`src/rtl/fetch_unit_pkg.sv`:
```
// Shared definitions for the instruction fetch unit: FSM states, FIFO sizing,
// the buffered entry layout and the default memory address width.
package fetch_unit_pkg;

   typedef enum logic {
      ST_RUN   = 1'b0,
      ST_FAULT = 1'b1
   } state_t;

   localparam int unsigned FIFO_DEPTH     = 2;
   localparam int unsigned CNT_W          = 2;
   localparam int unsigned DEFAULT_ADDR_W = 10;

   typedef struct packed {
      logic [31:0] pc;
      logic [31:0] instruction;
   } fetch_entry_t;

   // Force a byte address onto a word boundary.
   function automatic logic [31:0] word_align(input logic [31:0] pc);
      return pc & ~32'h0000_0003;
   endfunction

endpackage

```
`src/rtl/fetch_unit_if.sv`:
```
// Bus bundle of the fetch unit: instruction memory port, redirect request
// and the decoupled output towards decode. master = fetch unit side.
interface fetch_unit_if import fetch_unit_pkg::*; #(
   parameter int unsigned ADDR_W = DEFAULT_ADDR_W
) ();

   logic [ADDR_W-1:0] address;
   logic [31:0]       instruction;
   logic              redirect_valid;
   logic [31:0]       redirect_pc;
   logic              out_valid;
   logic              out_ready;
   logic [31:0]       out_instruction;
   logic [31:0]       out_pc;
   logic              fetch_fault;

   modport master (
      output address, out_valid, out_instruction, out_pc, fetch_fault,
      input  instruction, redirect_valid, redirect_pc, out_ready
   );

   modport slave (
      input  address, out_valid, out_instruction, out_pc, fetch_fault,
      output instruction, redirect_valid, redirect_pc, out_ready
   );

endinterface

```
`src/rtl/fetch_fifo.sv`:
```
// Two-entry {pc, instruction} buffer with push, pop and flush.
// entry0 always holds the head so the outputs come straight from a register.
module fetch_fifo import fetch_unit_pkg::*; (
   input  logic             clk,
   input  logic             reset,
   input  logic             flush,
   input  logic             push,
   input  logic             pop,
   input  fetch_entry_t     push_data,
   output fetch_entry_t     head,
   output logic [CNT_W-1:0] count
);

   fetch_entry_t entry0;
   fetch_entry_t entry1;

   // Storage and occupancy: reset over flush over push/pop.
   // Shift-register organisation: a pop moves entry1 into the head slot.
   always_ff @(posedge clk) begin
      if (reset) begin
         entry0 <= '0;
         entry1 <= '0;
         count  <= '0;
      end else if (flush) begin
         count <= '0;
      end else begin
         unique case ({push, pop})
            2'b10: begin
               if (count == '0) entry0 <= push_data;
               else             entry1 <= push_data;
               count <= count + 1'b1;
            end
            2'b01: begin
               entry0 <= entry1;
               count  <= count - 1'b1;
            end
            2'b11: begin
               if (count == CNT_W'(FIFO_DEPTH)) begin
                  entry0 <= entry1;
                  entry1 <= push_data;
               end else begin
                  entry0 <= push_data;
               end
            end
            default: ;
         endcase
      end
   end

   assign head = entry0;

endmodule

```
`src/rtl/fetch_unit.sv`:
```
// Instruction fetch unit: PC generation, redirect handling and a 2-entry
// output buffer towards decode.
// Optional feature: define FETCH_MISALIGN_TRAP_EN to trap misaligned redirect
// targets (FAULT state, fetch_fault=1); otherwise targets are word-aligned.
module fetch_unit import fetch_unit_pkg::*; #(
   parameter logic [31:0] RESET_PC = 32'h0000_0000,
   parameter int unsigned ADDR_W   = DEFAULT_ADDR_W
) (
   input logic          clk,
   input logic          reset,
   fetch_unit_if.master bus
);

   state_t           state;
   state_t           next_state;
   logic [31:0]      fetch_pc;
   logic [31:0]      redirect_target;
   logic             redirect_bad;
   logic             out_fire;
   logic             fetch_fire;
   logic             fifo_full;
   logic [CNT_W-1:0] count;
   fetch_entry_t     head;
   fetch_entry_t     push_entry;

   assign out_fire   = bus.out_valid && bus.out_ready;
   assign fifo_full  = (count == CNT_W'(FIFO_DEPTH));
   assign push_entry = '{pc: fetch_pc, instruction: bus.instruction};

   // Next state, redirect target and fetch decision.
   always_comb begin
      next_state = state;
`ifdef FETCH_MISALIGN_TRAP_EN
      redirect_target = bus.redirect_pc;
      redirect_bad    = |bus.redirect_pc[1:0];
`else
      redirect_target = word_align(bus.redirect_pc);
      redirect_bad    = 1'b0;
`endif
      if (bus.redirect_valid) begin
         next_state = redirect_bad ? ST_FAULT : ST_RUN;
      end
      fetch_fire = (state == ST_RUN) && !bus.redirect_valid && (!fifo_full || out_fire);
   end

   // State register.
   always_ff @(posedge clk) begin
      if (reset) state <= ST_RUN;
      else       state <= next_state;
   end

   // Fetch PC: reset over redirect over sequential advance.
   always_ff @(posedge clk) begin
      if (reset)                   fetch_pc <= RESET_PC;
      else if (bus.redirect_valid) fetch_pc <= redirect_target;
      else if (fetch_fire)         fetch_pc <= fetch_pc + 32'd4;
   end

   fetch_fifo u_fifo (
      .clk       (clk),
      .reset     (reset),
      .flush     (bus.redirect_valid),
      .push      (fetch_fire),
      .pop       (out_fire),
      .push_data (push_entry),
      .head      (head),
      .count     (count)
   );

   assign bus.address         = fetch_pc[ADDR_W+1:2];
   assign bus.out_valid       = (count != '0);
   assign bus.out_instruction = head.instruction;
   assign bus.out_pc          = head.pc;
`ifdef FETCH_MISALIGN_TRAP_EN
   assign bus.fetch_fault     = (state == ST_FAULT);
`else
   assign bus.fetch_fault     = 1'b0;
`endif

endmodule

```
`src/flat_wrapper.sv`:
```
// flat-port wrapper written by rule: the top's interface ports become plain ports
module fetch_unit_flat import fetch_unit_pkg::*;
#(
   parameter logic [31:0] RESET_PC = 32'h0000_0000,
   parameter int unsigned ADDR_W   = DEFAULT_ADDR_W
)
  (clk, reset, bus_address, bus_out_valid, bus_out_instruction, bus_out_pc, bus_fetch_fault, bus_instruction, bus_redirect_valid, bus_redirect_pc, bus_out_ready);
  fetch_unit_if #(.ADDR_W(ADDR_W)) bus_i ();
  input logic clk;
  input logic reset;
  output wire logic [$bits(bus_i.address)-1:0] bus_address;
  output wire logic [$bits(bus_i.out_valid)-1:0] bus_out_valid;
  output wire logic [$bits(bus_i.out_instruction)-1:0] bus_out_instruction;
  output wire logic [$bits(bus_i.out_pc)-1:0] bus_out_pc;
  output wire logic [$bits(bus_i.fetch_fault)-1:0] bus_fetch_fault;
  input wire logic [$bits(bus_i.instruction)-1:0] bus_instruction;
  input wire logic [$bits(bus_i.redirect_valid)-1:0] bus_redirect_valid;
  input wire logic [$bits(bus_i.redirect_pc)-1:0] bus_redirect_pc;
  input wire logic [$bits(bus_i.out_ready)-1:0] bus_out_ready;
  assign bus_address = bus_i.address;
  assign bus_out_valid = bus_i.out_valid;
  assign bus_out_instruction = bus_i.out_instruction;
  assign bus_out_pc = bus_i.out_pc;
  assign bus_fetch_fault = bus_i.fetch_fault;
  assign bus_i.instruction = bus_instruction;
  assign bus_i.redirect_valid = bus_redirect_valid;
  assign bus_i.redirect_pc = bus_redirect_pc;
  assign bus_i.out_ready = bus_out_ready;
  fetch_unit #(.RESET_PC(RESET_PC), .ADDR_W(ADDR_W)) u_core (.clk(clk), .reset(reset), .bus(bus_i));
endmodule
```
`config.mk`:
```
export PLATFORM = sky130hd
export DESIGN_NAME = fetch_unit_flat
export DESIGN_NICKNAME = d
export VERILOG_FILES = /design/src/rtl/fetch_unit_pkg.sv /design/src/rtl/fetch_unit_if.sv /design/src/rtl/fetch_fifo.sv /design/src/rtl/fetch_unit.sv /design/src/flat_wrapper.sv
export SDC_FILE = /design/constraint.sdc
export NUM_CORES = 1
export LEC_CHECK = 0
export BUFFER_PORTS_ARGS = -buffer_cell sky130_fd_sc_hd__buf_4
export CORE_MARGIN = 3
export CORE_UTILIZATION = 45
export DETAILED_ROUTE_END_ITERATION = 6
export MAX_ROUTING_LAYER = met4
export PLACE_DENSITY = 0.65
export SLEW_MARGIN = 20
export SYNTH_ARGS = -nofsm -noshare
export SYNTH_HDL_FRONTEND = slang
export SYNTH_SLANG_ARGS = --single-unit
export TNS_END_PERCENT = 100
```
`constraint.sdc`:
```
create_clock -name clk -period 3.8 [get_ports clk]
set_input_delay 0.76 -clock clk [delete_from_list [all_inputs] [get_ports clk]]
set_output_delay 0.76 -clock clk [all_outputs]
set_load 0.02 [all_outputs]
```
==> metrics.txt <==
H-tree Lvls=4; CTS Buf Count=17; highest-count cells in the layout ignoring fill and taps=dfxtp_1, nor2_1, buf_4, mux2i_1, a211oi_1; row count=44; via count=5517; Least-Margin Pin Slew=860 ps; Max VDD drop=0.273 mV; minimum clock period after layout=2490 ps; clock latency on the worst-skew pair=410 ps; Syn Inst Count=722; DR WL/cell=15.6 um; fmax=0.401 GHz; CTS tree=built; Mapped Area=0.00680 mm^2; Worst Clk Skew=5.58 ps; leading cell type in the layout, fill and taps excluded=dfxtp_1; Leak Pwr=0.00361 uW; DRT antenna net count=0; Yosys cell types=46; Final Util=57.8%; Final nets=888; RSZ-0062 raised after global routing=false; die height=129 um; pwr/cell area=471 mW/mm^2; fin crit share=65.6%; ys flop type=dfxtp_1; critical path class=flip-flop to flip-flop; share of layout cells above drive strength 1=22.5%; drt first-iter violations=313; CTS root buf=clkbuf_16; Placer Congestion=0.808; Max FO, Critical Path=15; Seq/Total Area, Yosys=45.9%; Max-Cap Viols=0; Antenna diodes=0; Synth warnings=0; Setup violations, final=0; Die X=129 um; initial antenna violation count=0; Post-CTS Setup Repair Bufs=0; ys async rst share=0%; vias in the first global route=5220; Via-to-Cell Ratio=5.44; largest net degree at the start of global routing=107; post_cts resized=0; GRT overflow=0; HP Class=flip-flop to flip-flop; input/output buffers=138; GRT Resource Usage Total=19.9%; Post-synth EDFFs=0; aggregate routed wire length=15800 um; Core Region=0.0146 mm^2; Setup TNS=0 ps; Clock Sinks=156; Area Growth Syn to Fin=24.4%; startpoint types=flip-flop; DRT Pass-1 Iters=5; FF+latch count, synth=156; status=completed; hold_buf cts=0; worst path required time=4130 ps; DRC viols=0; Max-Slew Margin vs Limit=42.7%; starting density of the core=46.5%; Crit. End Element=flip-flop; final-report hold violation count=0; I/O pins=144; clock slew at reported path FFs=60 ps; crit path DAT=2820 ps; die area=0.0166 mm^2; Synth Area per Inst=9.42 um^2; DP HPWL=10600 um; fin. max-slew vios=0; buffers from clock root to sink, at most=2; first-pass GRT wire length=26000 um
per-stage QoR:
step | total power (uW) | instance area, um^2 | hold slack (ps) | setup slack (ps) | cells
finish | 3990 | 8470 | 490 | 1310 | 1014
global route | 4160 | 8470 | 512 | 1140 | 1014
CTS | 4030 | 8440 | 495 | 1310 | 1013
detailed placement | 2350 | 7850 | 478 | 902 | 983
global placement | 2330 | 7850 | 471 | 956 | 983
floorplan | 2140 | 6810 | 460 | 1360 | 724
cells by family (layout without fill, tap and decap cells):
logic type,after synthesis,in the layout,synth area share [%]
adder cells (fa/ha/maj),1,1,0.184
other,1,3,0.0551
multiplexers,127,127,18.7
AO/OA/AOI/OAI,113,113,12.3
XOR/XNOR,10,10,1.29
AND/OR/NAND/NOR,237,237,16.3
flip-flops,156,156,45.9
buffers and inverters,77,183,5.28
cell type report:
cell class	instances	area [um^2]
Clock buffer	24	502
Clock inverter	6	85.1
Fill cell	1291	6180
Inverter	7	26.3
Multi-Input combinational cell	491	3360
Sequential cell	156	3120
Tap cell	184	230
Timing Repair Buffer	146	1140
synth_stat cells, drive strengths merged, types with 2 or more instances:
cell	n	share of area, %
or3	11	1.0
buf	36	3.0
dfxtp	156	46
inv	7	0.39
a22oi	3	0.33
o21ai	9	0.66
nor2	148	8.2
nor4	5	0.46
mux2i	126	19
and4	3	0.39
and3	4	0.37
nor3b	3	0.33
nand3b	2	0.22
a211oi	71	7.8
o31ai	8	0.88
xor2	3	0.39
clkbuf	34	1.9
nand2b	2	0.18
xnor2	7	0.90
or4	12	1.4
a311oi	15	1.9
nand4	6	0.55
nor3	6	0.44
nand3	13	1.2
a21oi	4	0.29
nand2	17	0.94
critical path: stages, from the launching register on:
cell     delay, ps
dfxtp_1        480
nand4_1        300
or4_1          750
or4b_2         690
a31oi_1        190
registers in the layout, indices dropped and copies added (netlist names):
| register | count |
|---|---|
| u_core.u_fifo.entry1 | 62 |
| u_core.fetch_pc | 30 |
| u_core.u_fifo.count | 2 |
| u_core.u_fifo.head | 62 |
final timing paths:
path                            depth (start not counted)                       end                startpoint  slack (ps)
worst max-delay path                                    4       u_core.fetch_pc[31]        u_core.fetch_pc[4]        1310
worst min-delay path                                    2  u_core.u_fifo.entry1[29]  u_core.u_fifo.entry1[29]         490
worst max register to register                          4       u_core.fetch_pc[31]        u_core.fetch_pc[4]        1310
worst min register to register                          2  u_core.u_fifo.entry1[29]  u_core.u_fifo.entry1[29]         490
layer usage:
metal  GRT usage (%)  up-vias  wire length [um]
met2            30.9      123              7440
met4            5.74        0               139
li1                -     2781                 -
met1            26.1     2600              7450
met5               -        -                 0
met3            4.32       13               770
power breakdown:
part	total, uW	internal [uW]	switching, uW
logic	508	229	279
clock network	1670	1050	628
registers	1800	1730	78.0
total	3990	3000	985
Note: power is estimated with default switching activity, not from simulation.
